[config.mk]
export PLATFORM = sky130hd
export DESIGN_NAME = fetch_queue
export DESIGN_NICKNAME = d
export VERILOG_FILES = /design/src/rtl/fetch_pkg.sv /design/src/rtl/fetch_predecode.sv /design/src/rtl/fetch_queue.sv
export SDC_FILE = /design/constraint.sdc
export NUM_CORES = 1
export LEC_CHECK = 0
export CORE_AREA = 2 2 238 240
export CTS_BUF_LIST = sky130_fd_sc_hd__clkbuf_8
export CTS_CLUSTER_DIAMETER = 150
export DETAILED_ROUTE_END_ITERATION = 12
export DIE_AREA = 0 0 240 242
export HOLD_SLACK_MARGIN = 0.03
export PLACE_DENSITY = 0.85
export SETUP_SLACK_MARGIN = 0.5
export SYNTH_ARGS = -nofsm -noshare
export SYNTH_HDL_FRONTEND = slang
export SYNTH_SLANG_ARGS = --single-unit
export TNS_END_PERCENT = 100
[constraint.sdc]
create_clock -name clk -period 13.7 [get_ports clk]
set_input_delay 3.425 -clock clk [delete_from_list [all_inputs] [get_ports clk]]
set_output_delay 3.425 -clock clk [all_outputs]
set_load 0.02 [all_outputs]
[src/rtl/fetch_pkg.sv]
// Shared types and decode helpers for the instruction-fetch front end.
// Entries carry PCs at the widest supported XLEN; the queue zero-extends on write and truncates on read.
package fetch_pkg;

    localparam int FQ_PC_W = 64;

    localparam logic [6:0] OP_JAL    = 7'b1101111;
    localparam logic [6:0] OP_BRANCH = 7'b1100011;
    localparam logic [6:0] OP_JALR   = 7'b1100111;

    localparam logic [1:0] C_Q1 = 2'b01;
    localparam logic [1:0] C_Q2 = 2'b10;

    localparam logic [2:0] F3_CJ    = 3'b101;
    localparam logic [2:0] F3_CJAL  = 3'b001;
    localparam logic [2:0] F3_CBEQZ = 3'b110;
    localparam logic [2:0] F3_CBNEZ = 3'b111;
    localparam logic [2:0] F3_CJR   = 3'b100;

    typedef enum logic [1:0] {
        S_IDLE,
        S_WAIT,
        S_HALT,
        S_DRAIN
    } fq_state_t;

    typedef struct packed {
        logic [31:0]        instr;
        logic [FQ_PC_W-1:0] pc;
        logic               rvc;
        logic               pred_taken;
        logic [FQ_PC_W-1:0] pred_pc;
    } fq_entry_t;

    // f = instr[31:12]
    function automatic logic [31:0] imm_j(input logic [19:0] f);
        return {{11{f[19]}}, f[19], f[7:0], f[8], f[18:9], 1'b0};
    endfunction

    // hi = instr[31:25], lo = instr[11:7]
    function automatic logic [31:0] imm_b(input logic [6:0] hi, input logic [4:0] lo);
        return {{19{hi[6]}}, hi[6], lo[0], hi[5:0], lo[4:1], 1'b0};
    endfunction

    // f = c[12:2]
    function automatic logic [31:0] imm_cj(input logic [10:0] f);
        return {{20{f[10]}}, f[10], f[6], f[8:7], f[4], f[5], f[0], f[9], f[3:1], 1'b0};
    endfunction

    // hi = c[12:10], lo = c[6:2]
    function automatic logic [31:0] imm_cb(input logic [2:0] hi, input logic [4:0] lo);
        return {{23{hi[2]}}, hi[2], lo[4:3], lo[0], hi[1:0], lo[2:1], 1'b0};
    endfunction

endpackage

[src/rtl/fetch_predecode.sv]
// Combinational pre-decode of one fetched word: length, static next-PC prediction
// and whether fetch must stop for an indirect jump.
module fetch_predecode
    import fetch_pkg::*;
#(
    parameter int XLEN = 32,
    parameter int BTFN = 1
) (
    input  logic [31:0]     d,
    input  logic [XLEN-1:0] pc,
    output logic            rvc,
    output logic [XLEN-1:0] next_pc,
    output logic            pred_taken,
    output logic            halt
);

    logic [31:0] imm;

    always_comb begin
        rvc        = (d[1:0] != 2'b11);
        imm        = '0;
        pred_taken = 1'b0;
        halt       = 1'b0;
        if (!rvc) begin
            case (d[6:0])
                OP_JAL: begin
                    imm        = imm_j(d[31:12]);
                    pred_taken = 1'b1;
                end
                OP_BRANCH: begin
                    imm        = imm_b(d[31:25], d[11:7]);
                    pred_taken = (BTFN != 0) && d[31];
                end
                OP_JALR: halt = 1'b1;
                default: ;
            endcase
        end else if (d[1:0] == C_Q1) begin
            case (d[15:13])
                F3_CJ, F3_CJAL: begin
                    imm        = imm_cj(d[12:2]);
                    pred_taken = 1'b1;
                end
                F3_CBEQZ, F3_CBNEZ: begin
                    imm        = imm_cb(d[12:10], d[6:2]);
                    pred_taken = (BTFN != 0) && d[12];
                end
                default: ;
            endcase
        end else if (d[1:0] == C_Q2 && d[15:13] == F3_CJR && d[11:7] != 5'd0 && d[6:2] == 5'd0) begin
            halt = 1'b1;
        end

        // Offsets are sign-extended to XLEN so the sum wraps modulo 2^XLEN.
        if (pred_taken) begin
            next_pc = pc + XLEN'($signed(imm));
        end else begin
            next_pc = pc + (rvc ? XLEN'(2) : XLEN'(4));
        end
    end

endmodule

[src/rtl/fetch_queue.sv]
// Instruction-fetch front end: one outstanding memory request, static next-PC
// prediction and a DEPTH-entry queue feeding decode.
module fetch_queue
    import fetch_pkg::*;
#(
    parameter int              XLEN     = 32,
    parameter int              DEPTH    = 8,
    parameter logic [XLEN-1:0] RESET_PC = '0,
    parameter int              BTFN     = 1
) (
    input  logic                       clk,
    input  logic                       rst,
    input  logic                       stall_in,
    output logic                       mem_req_valid,
    input  logic                       mem_req_ready,
    output logic [XLEN-1:0]            mem_req_addr,
    input  logic                       mem_rsp_valid,
    input  logic [31:0]                mem_rsp_data,
    input  logic                       redirect_valid,
    input  logic [XLEN-1:0]            redirect_pc,
    output logic                       out_valid,
    input  logic                       out_ready,
    output logic [31:0]                out_instr,
    output logic [XLEN-1:0]            out_pc,
    output logic                       out_rvc,
    output logic                       out_pred_taken,
    output logic [XLEN-1:0]            out_pred_pc,
    output logic [$clog2(DEPTH+1)-1:0] count
);

    localparam int PW = $clog2(DEPTH);
    localparam int CW = $clog2(DEPTH + 1);

    fq_state_t       state_reg, state_next;
    logic [XLEN-1:0] fetch_pc_reg, fetch_pc_next;
    logic [PW-1:0]   head_reg, tail_reg;
    logic [CW-1:0]   count_reg;
    fq_entry_t       queue_mem [DEPTH];
    fq_entry_t       head_entry, new_entry;

    logic            pd_rvc, pd_taken, pd_halt;
    logic [XLEN-1:0] pd_next_pc;
    logic            req_fire, push, pop;

    fetch_predecode #(.XLEN(XLEN), .BTFN(BTFN)) u_predecode (
        .d          (mem_rsp_data),
        .pc         (fetch_pc_reg),
        .rvc        (pd_rvc),
        .next_pc    (pd_next_pc),
        .pred_taken (pd_taken),
        .halt       (pd_halt)
    );

    // Request is gated by rst so every output except the address reads zero during reset.
    assign mem_req_valid = rst && (state_reg == S_IDLE) && !stall_in && (count_reg < CW'(DEPTH));
    assign mem_req_addr  = fetch_pc_reg;
    assign req_fire      = mem_req_valid && mem_req_ready;
    assign push          = (state_reg == S_WAIT) && mem_rsp_valid && !redirect_valid;
    assign pop           = out_valid && out_ready && !redirect_valid;

    always_comb begin
        new_entry            = '0;
        new_entry.instr      = pd_rvc ? {16'h0000, mem_rsp_data[15:0]} : mem_rsp_data;
        new_entry.pc         = FQ_PC_W'(fetch_pc_reg);
        new_entry.rvc        = pd_rvc;
        new_entry.pred_taken = pd_taken;
        new_entry.pred_pc    = FQ_PC_W'(pd_next_pc);
    end

    always_comb begin
        state_next    = state_reg;
        fetch_pc_next = fetch_pc_reg;
        if (redirect_valid) begin
            fetch_pc_next = redirect_pc;
            // Any request still in flight must have its response swallowed.
            if ((state_reg == S_WAIT && !mem_rsp_valid) || state_reg == S_DRAIN ||
                (state_reg == S_IDLE && req_fire)) begin
                state_next = S_DRAIN;
            end else begin
                state_next = S_IDLE;
            end
        end else begin
            case (state_reg)
                S_IDLE:  if (req_fire) state_next = S_WAIT;
                S_WAIT: begin
                    if (mem_rsp_valid) begin
                        fetch_pc_next = pd_next_pc;
                        state_next    = pd_halt ? S_HALT : S_IDLE;
                    end
                end
                S_HALT:  ;
                S_DRAIN: if (mem_rsp_valid) state_next = S_IDLE;
                default: state_next = S_IDLE;
            endcase
        end
    end

    always_ff @(posedge clk or negedge rst) begin
        if (!rst) begin
            state_reg    <= S_IDLE;
            fetch_pc_reg <= RESET_PC;
            head_reg     <= '0;
            tail_reg     <= '0;
            count_reg    <= '0;
        end else begin
            state_reg    <= state_next;
            fetch_pc_reg <= fetch_pc_next;
            if (redirect_valid) begin
                head_reg  <= '0;
                tail_reg  <= '0;
                count_reg <= '0;
            end else begin
                if (push) tail_reg <= tail_reg + PW'(1);
                if (pop)  head_reg <= head_reg + PW'(1);
                if (push && !pop) begin
                    count_reg <= count_reg + CW'(1);
                end else if (pop && !push) begin
                    count_reg <= count_reg - CW'(1);
                end
            end
        end
    end

    always_ff @(posedge clk) begin
        if (push) queue_mem[tail_reg] <= new_entry;
    end

    assign head_entry     = queue_mem[head_reg];
    assign count          = count_reg;
    assign out_valid      = (count_reg != '0);
    assign out_instr      = out_valid ? head_entry.instr : '0;
    assign out_pc         = out_valid ? head_entry.pc[XLEN-1:0] : '0;
    assign out_rvc        = out_valid && head_entry.rvc;
    assign out_pred_taken = out_valid && head_entry.pred_taken;
    assign out_pred_pc    = out_valid ? head_entry.pred_pc[XLEN-1:0] : '0;

    logic unused_pc_bits;
    assign unused_pc_bits = ^{head_entry.pc, head_entry.pred_pc};

endmodule

### After elaboration in Yosys (flattened, before gate mapping)

Memory sizes are Yosys's and may differ from the RTL's.
Index checks and enable logic that the tools add are counted.

* word-level logic and storage cells: 104
* output and inout port bits: 136
* memories kept: 1
* input bits: 71
* RAM bits: 784
* flip-flop bits (word level): 44

* $add $sub $neg: 6
* order comparisons: 1
* reduce and logical (&&, ||, !) cells: 38
* muxes and demuxes: 37
* eq/ne operators: 16

Memories
* queue_mem: depth 8, bits a word 98, rd ports 1, clocked after memory_dff 0, wr ports 1, line fetch_queue.sv:38 `fq_entry_t queue_mem [DEPTH];`

Operator list (number)
* 2-to-1 mux 32 bit: 10
* case mux 32 bit (2 select lines): 2
* adder 32 bit: 2
* == test 7 bit (second input constant): 3
* logical AND 1 bit: 17
* 2-to-1 mux 3 bit: 5
* == test 3 bit (second input constant): 4
* 2-to-1 mux 2 bit: 6
* 2-to-1 mux 4 bit: 3
* inequality test 3 bit (second input constant): 3
* 2-to-1 mux 1 bit: 8
* nonzero test 2 bit: 4
* nonzero test 4 bit: 2
* adder 3 x 1 -> 3 bit (second input constant): 2
* case mux 2 bit (3 select lines): 1
* logical NOT 1 bit: 5
* logical NOT 5 bit: 1
* nonzero test 5 bit: 1
* adder 4 x 1 -> 4 bit (second input constant): 1
* == test 2 x 1 -> 1 bit (second input constant): 2
* == test 2 bit (second input constant): 2
* < comparator 4 bit (second input constant): 1
* case mux 1 bit (2 select lines): 2
* AND reduction 4 bit: 1
* 8 further kinds: 10

### Depth between registers and ports, before layout

Gate-level depths: netlist of the first run.

* word-level depth: 11
* depth in mapped cells: 16
* mapped depth without buffers: 16

### By module

From an unflattened synthesis of the first run, not the netlist that was laid out.

* cell total of the unflattened synthesis: 1851
* area, all modules: 34479.3 µm²

By module, submodules not included
* fetch_queue: seq. area each 24643.6 µm², cells each 1524, instances 1, area an instance 32354.8 µm²
* fetch_predecode: seq. area each 0.0 µm², cells each 327, instances 1, area an instance 2124.5 µm²

### Least setup slack after synthesis of the first run

OpenSTA, ideal clock, no wires.

* path type: input to register
* start: input mem_rsp_valid
* end: memory queue_mem[0][10] in the netlist's numbering (enable)
* stages on the path: 4
* required time: 12910 ps
* buffers on the path: 1
* library setup time: 790 ps
* arrival: 13121 ps
* slack: -211 ps
* cells stage by stage: nand2_1 or3_1 clkbuf_1 nor4_1

* longest elaborated chain between the ends: 4

Ends and longest elaborated chain
* start, declared: line fetch_queue.sv:17 `input logic mem_rsp_valid,`
* logical AND 1 bit (2 in series): line fetch_queue.sv:58 `assign push = (state_reg == S_WAIT) && mem_rsp_valid && !redirect_valid;`
* 2-to-1 mux 1 bit: line fetch_queue.sv:125 `if (push) queue_mem[tail_reg] <= new_entry;`
* 2-to-1 mux 1 bit (implied by the code): line fetch_queue.sv:125
* end, declared: line fetch_queue.sv:38

No other way between the ends.

### Worst setup path in the final report of the first run

* start: input rst
* end: output mem_req_valid

* longest elaborated chain between the ends: 3

Ends and longest elaborated chain
* start, declared: line fetch_queue.sv:12 `input logic rst,`
* logical AND 1 bit (3 in series): line fetch_queue.sv:55 `assign mem_req_valid = rst && (state_reg == S_IDLE) && !stall_in && (count_reg < CW'(DEPTH));`
* end, declared: line fetch_queue.sv:14 `output logic mem_req_valid,`

No other way between the ends.

==> metrics.yaml, run 1 <==
status:
  status: "complete, no violations"
detailed_routing:
  drc: 0
  via_per_inst: 6.34
  first_pass_iters: 8
  vias: 18700
  routedWlPerCell_um: 27.4
  wl_um: 81100
  drtAntennaViolNets: 0
  drt_iter0_drc: 2114
floorplanning:
  die_w_um: 240
  dieArea_um2: 58100
  num_io_pins: 207
  core_um2: 55700
  die_h_um: 242
  start_util_pct: 61.1
  num_rows: 87
pwr:
  finalPower_w: 0.00680
  p_per_area_nw_per_um2: 174
  leakage_nw: 12.6
  vdd_drop_max_mv: 0.202
setup_path:
  rrSetupSlack_ns: 8.73
  crit_buf_inv: 3
  crit_end: "mem_req_valid"
  cp-end-kind: "output pin"
  worstRegToRegCells: 7
  path_delay_family: "buffers and inverters"
  criticalPathCategory: "in2out"
  crit_start: "rst"
  cp_cell_sequence: "buf_2 > buf_4 > nand2b_1 > nor4_1 > clkdlybuf4s50_1"
  reg2reg_from: "state_reg[0]"
  worstPathRequired_ns: 10.27
  slowest_delay_ns: 0.73
  crit_arrival_ns: 5.38
  startpoint_type: "input port"
  r2r-end: "queue_mem[3][65]"
  cp_num_cells: 5
  cpMaxStageDelayCell: "clkdlybuf4s50_1"
  crit_fanout: 45
clock_network:
  cts_setup_buffers: 0
  cts_tree: "done"
  hold_buffers: 0
  cts_htree_levels: 4
  clock_path_buffers: 3
  cts_resized: 0
  cts_buffers: 132
  cts.clk_slew.worst_paths_ns: 0.06
  clock_latency_ns: 0.80
  cts-root-buf: "clkbuf_8"
  clkSinkCount: 820
global_route:
  grt_pass1_vias: 19300
  overflow: 0
  grt_usage_pct: 28.7
  antenna_found_initial: 4
  grt_max_degree: 110
  grt_pass1_wl_um: 120000
place:
  pre_cts_slack_ns: 4.85
  gp_congestion: 0.954
  dpl.hpwl_um: 48600
  io_buffers: 206
timing:
  fin_crit_sh_pct: 64.3
  hold_violations: 0
  slew_viol_final: 0
  rsz0062_at_grt: "no"
  timing.hold.ws_ns: 0.570
  setup_viol_count_final: 0
  tightest_slew_ns: 1.10
  finalWorstSetupSlack_ns: 4.90
  maxClockFrequency_mhz: 114
  finalSetupTns_ns: 0
  post-route-min-period_ns: 8.80
  finClkSkew_ns: 0.0265
  slew_headroom_pct: 26.4
synth:
  yosysWarnings: 0
  seq_area_frac_synth_pct: 71.6
  synth_cell_types: 69
  synth_flop_cell: "edfxtp_1"
  synth_most_common_cell: "edfxtp_1"
  syn_avg_cell_area_um2: 18.4
  syn-instance-count: 1851
  synth_commonest_cells: "edfxtp_1 (776), mux4_2 (194), nor2_1 (145)"
  yosys.area.top_type: "edfxtp_1"
  synth_edf_count: 776
  syn_area_um2: 34100
  synth_top_area_share_pct: 68.4
  synth-seq-cells: 820
  synthTopCellsByArea: "edfxtp_1 (68%), mux4_2 (13%), mux2i_1 (3.3%)"
  async_reset_ff_share_pct: 5.37
  synthesis.nets: 1958
hold_path:
  hp-start: "state_reg[0]"
  min_path_type: "reg2reg"
layout:
  nNetsFinal: 2203
  areaGrowthSynthToFinish_pct: 14.9
  drive_gt1_share_pct: 19.1
  largest_reg_flops: 776
flow_run:
  maxCapViolations: 0
[layout make-up]
type	instances	area, µm²
antenna	3	7.51
clock buffer	139	1910
clock inverter	95	464
fill	3445	16600
inverter	12	45.0
multi-input combinational	887	9020
sequential	820	24400
tap	756	946
timing repair buffer	243	2340
[cells in the final DEF, fill, tap and decap left out, drive strengths merged, types with 43 or more instances in the layout]
master,netlist,final
clkbuf,56,139
clkinv,0,45
nor2,145,145
o21ai,43,43
edfxtp,776,776
a21oi,63,63
inv,12,53
mux2i,113,113
dfrtp,44,44
nand2,81,81
mux4,194,194
clkdlybuf4s50,0,204
[cell families (layout without fill, tap and decap cells)]
logic type / Yosys count / count (layout) / share of synthesized area (%)
adder cells (fa/ha/maj): 36 / 36 / 1.37
AO/OA/AOI/OAI: 175 / 175 / 3.28
AND/OR/NAND/NOR: 332 / 332 / 4.51
flip-flops: 820 / 820 / 71.6
buffers and inverters: 144 / 489 / 2.10
XOR/XNOR: 36 / 36 / 0.926
multiplexers: 308 / 308 / 16.2
other: 0 / 3 / 0
[per-stage QoR]
step                cell area, µm²  util (%)  std cells
floorplan                    34100         -       1851
global placement             36800      66.0       2718
detailed placement           36800      66.0       2718
CTS                          39100      70.2       2952
global route                 39100      70.2       2953
finish                       39200      70.3       2955
[where the power goes]
group	switching, W	total, W	leakage, nW	internal [W]
registers	0.000113	0.00292	7.57	0.00281
clock network	0.000931	0.00191	1.33	0.000976
logic	0.00104	0.00197	3.72	0.000933
[per-layer routing]
metal	global-route usage, %	wire [µm]	up-vias
li1	-	-	7919
met1	38.7	31000	9551
met2	44.4	38700	1087
met3	8.36	8520	177
met4	11.8	2850	2
met5	0	11	-
[worst register-to-register path, stage by stage (launching register included)]
cell and delay, ns:
dfrtp_1 0.42, nand2_1 0.18, or2_2 0.54, nor2_2 0.78
nand2_1 0.43, nor2_4 0.90, buf_4 0.57, buf_4 0.73
[worst min path at each step]
stage,endpoint,cells past startpoint
global placement,state_reg[0],2
CTS,state_reg[0],2
detailed placement,state_reg[0],2
floorplan,state_reg[0],2
global route,state_reg[0],2
finish,state_reg[0],2
Power figures use the tool's default switching activity.
==> run 2, diff against run 1 <==
==> constraint.sdc (replaced) <==
create_clock -name clk -period 9.04 [get_ports clk]
set_input_delay 2.26 -clock clk [delete_from_list [all_inputs] [get_ports clk]]
set_output_delay 2.26 -clock clk [all_outputs]
set_load 0.02 [all_outputs]
==> metrics.yaml, run 2 (synthesized netlist as in run 1, its figures left out) <==
layout:
  drive_gt1_share_pct: 19.2  # +0.061 points
  areaGrowthSynthToFinish_pct: 15.0  # about the same
  final_common_cell: "edfxtp_1"
  nNetsFinal: 2194  # -0.41%
  final.fill_count: 3437  # -0.23%
  fin_cells: 2947  # -0.27%
  largest_reg_flops: 776  # unchanged
  mostFrequentLayoutCells: "edfxtp_1 (776), clkdlybuf4s50_1 (204), mux4_2 (194), nor2_1 (141), clkbuf_8 (129)"
clock_network:
  clock_latency_ns: 0.75  # -0.05 ns
  cts.clk_slew.worst_paths_ns: 0.07  # about the same
  cts-root-buf: "clkbuf_8"
  cts_buffers: 120  # -9.1%
  cts_setup_buffers: 0  # unchanged
  cts_resized: 0  # unchanged
  clkSinkCount: 820  # unchanged
  cts_htree_levels: 3  # -1
  clock_path_buffers: 3  # unchanged
  cts_tree: "done"
  hold_buffers: 0  # unchanged
setup_path:
  cp_num_cells: 13  # +8
  reg2reg_from: "count[3]"
  startpoint_type: "input port"
  crit_buf_inv: 1  # -2
  rrSetupSlack_ns: 4.82  # -3.91 ns
  worstPathRequired_ns: 9.49  # -0.78 ns
  crit_start: "mem_rsp_data[1]"
  criticalPathCategory: "in2reg"
  path_delay_family: "simple AND/OR/NAND/NOR gates"
  cp_cell_sequence: "clkdlybuf4s50_1 > and2_1 > nand4b_1 > nor2_1 > nand2_1 > a21oi_1 > ha_1 > nand4_1 > nor2_1 > o2111ai_1 > o211a_1 > o31ai_1 > xor2_1"
  r2r-end: "count[3]"
  crit_end: "queue_mem[6][28]"
  crit_arrival_ns: 7.43  # +2.05 ns
  crit_fanout: 29  # -36%
  crit_top_cell: "nor2_1"
  cp-end-kind: "flop"
  cpMaxStageDelayCell: "clkdlybuf4s50_1"
  worstRegToRegCells: 13  # +6
  slowest_delay_ns: 1.03  # +0.30 ns
timing:
  finalWorstSetupSlack_ns: 2.06  # -2.83 ns
  hold_violations: 0  # unchanged
  slew_viol_final: 0  # unchanged
  slew_headroom_pct: 15.1  # -11 points
  fin_crit_sh_pct: 77.2
  finClkSkew_ns: 0.0440  # +0.0175 ns
  tightest_slew_ns: 1.26  # +0.156 ns
  post-route-min-period_ns: 6.98
  rsz0062_at_grt: "no"
  setup_viol_count_final: 0  # unchanged
  maxClockFrequency_mhz: 143
  timing.hold.ws_ns: 0.565  # -0.00493 ns
place:
  dpl.hpwl_um: 49400  # +1.7%
  io_buffers: 206  # unchanged
  gp_congestion: 0.939  # -1.5%
  pre_cts_slack_ns: 1.46  # -3.39 ns
  dp_cells: 2721  # +0.11%
global_route:
  overflow: 0  # unchanged
  grt_max_degree: 131  # +19%
  grt_usage_pct: 28.8  # +0.090 points
  antenna_found_initial: 2  # -2
  grt_pass1_vias: 19100  # -0.80%
  grt_pass1_wl_um: 121000  # +0.64%
pwr:
  leakage_nw: 12.7  # +0.23%
  vdd_drop_max_mv: 0.269  # +33%
  p_per_area_nw_per_um2: 263  # +51%
detailed_routing:
  wl_met3_um: 7690  # -9.7%
  vias: 18600  # -0.69%
  drtAntennaViolNets: 0  # unchanged
  met2WireLength_um: 40400  # +4.3%
  highest_layer: "met5"
  wl_um: 81600  # +0.66%
  drc: 0  # unchanged
  drt_iter0_drc: 1846  # -13%
  met1_length_um: 31500  # +1.8%
  routedWlPerCell_um: 27.7  # +0.93%
  first_pass_iters: 5  # -3
  via_per_inst: 6.31  # -0.42%
floorplanning:
  die_h_um: 242  # unchanged
  die_w_um: 240  # unchanged
  num_io_pins: 207  # unchanged
  dieArea_um2: 58100  # unchanged
  num_rows: 87  # unchanged
  start_util_pct: 61.1  # unchanged
  core_um2: 55700  # unchanged
flow_run:
  maxCapViolations: 0  # unchanged
status:
  status: "complete, no violations"
hold_path:
  min_path_type: "reg2reg"
[run 2: metrics by stage]
stage / TNS [ns] / cell area (µm²) / power (W) / utilization (%)
after global routing: 0 / 39200 / 0.0107 / 70.3
after CTS: 0 / 39200 / 0.0104 / 70.3
after global placement: 0 / 36800 / 0.00749 / 66.1
final: 0 / 39200 / 0.0103 / 70.3
after detailed placement: 0 / 36800 / 0.00753 / 66.1
after floorplan: -322.45 / 34100 / 0.00634 / -
[run 2: power by group]
part	switching, W	internal (W)
logic	0.00164	0.00141
registers	0.000116	0.00426
clock network	0.00138	0.00149
[run 2: area by class of cell]
cell class                      count  area, µm²  share of cell area, %
Clock buffer                      129       1780                   4.53
Antenna cell                        2       5.00                 0.0128
Sequential cell                   820      24400                   62.3
Multi-Input combinational cell    887       9020                   23.0
Clock inverter                     95        571                   1.46
Inverter                           12       45.0                  0.115
Timing Repair Buffer              246       2390                   6.10
Tap cell                          756        946                   2.41
[run 2: worst min-delay path by stage]
stage | to | startpoint | slack (ns) | depth (start not counted)
final | state_reg[0] | state_reg[0] | 0.57 | 2
after global routing | queue_mem[2][47] | mem_req_addr[13] | 0.58 | 0
after CTS | state_reg[0] | state_reg[0] | 0.56 | 2
after detailed placement | state_reg[0] | state_reg[0] | 0.54 | 2
after global placement | state_reg[0] | state_reg[0] | 0.50 | 2
after floorplan | state_reg[0] | state_reg[0] | 0.48 | 2
[run 2: metal layers]
metal / track usage, % / vias up
met5: 0.673 / -
met4: 9.32 / 4
met3: 7.22 / 123
met2: 46.0 / 954
met1: 39.3 / 9624
li1: - / 7901
[run 2: worst reg2reg max path, delay by kind of cell, from the launching register on]
family                   cells  cell delay, ns
flip-flops                   1            0.56
AND/OR/NAND/NOR              4            0.94
buffers and inverters        3            1.43
AO/OA/AOI/OAI                5            0.81
adder cells (fa/ha/maj)      1            0.30
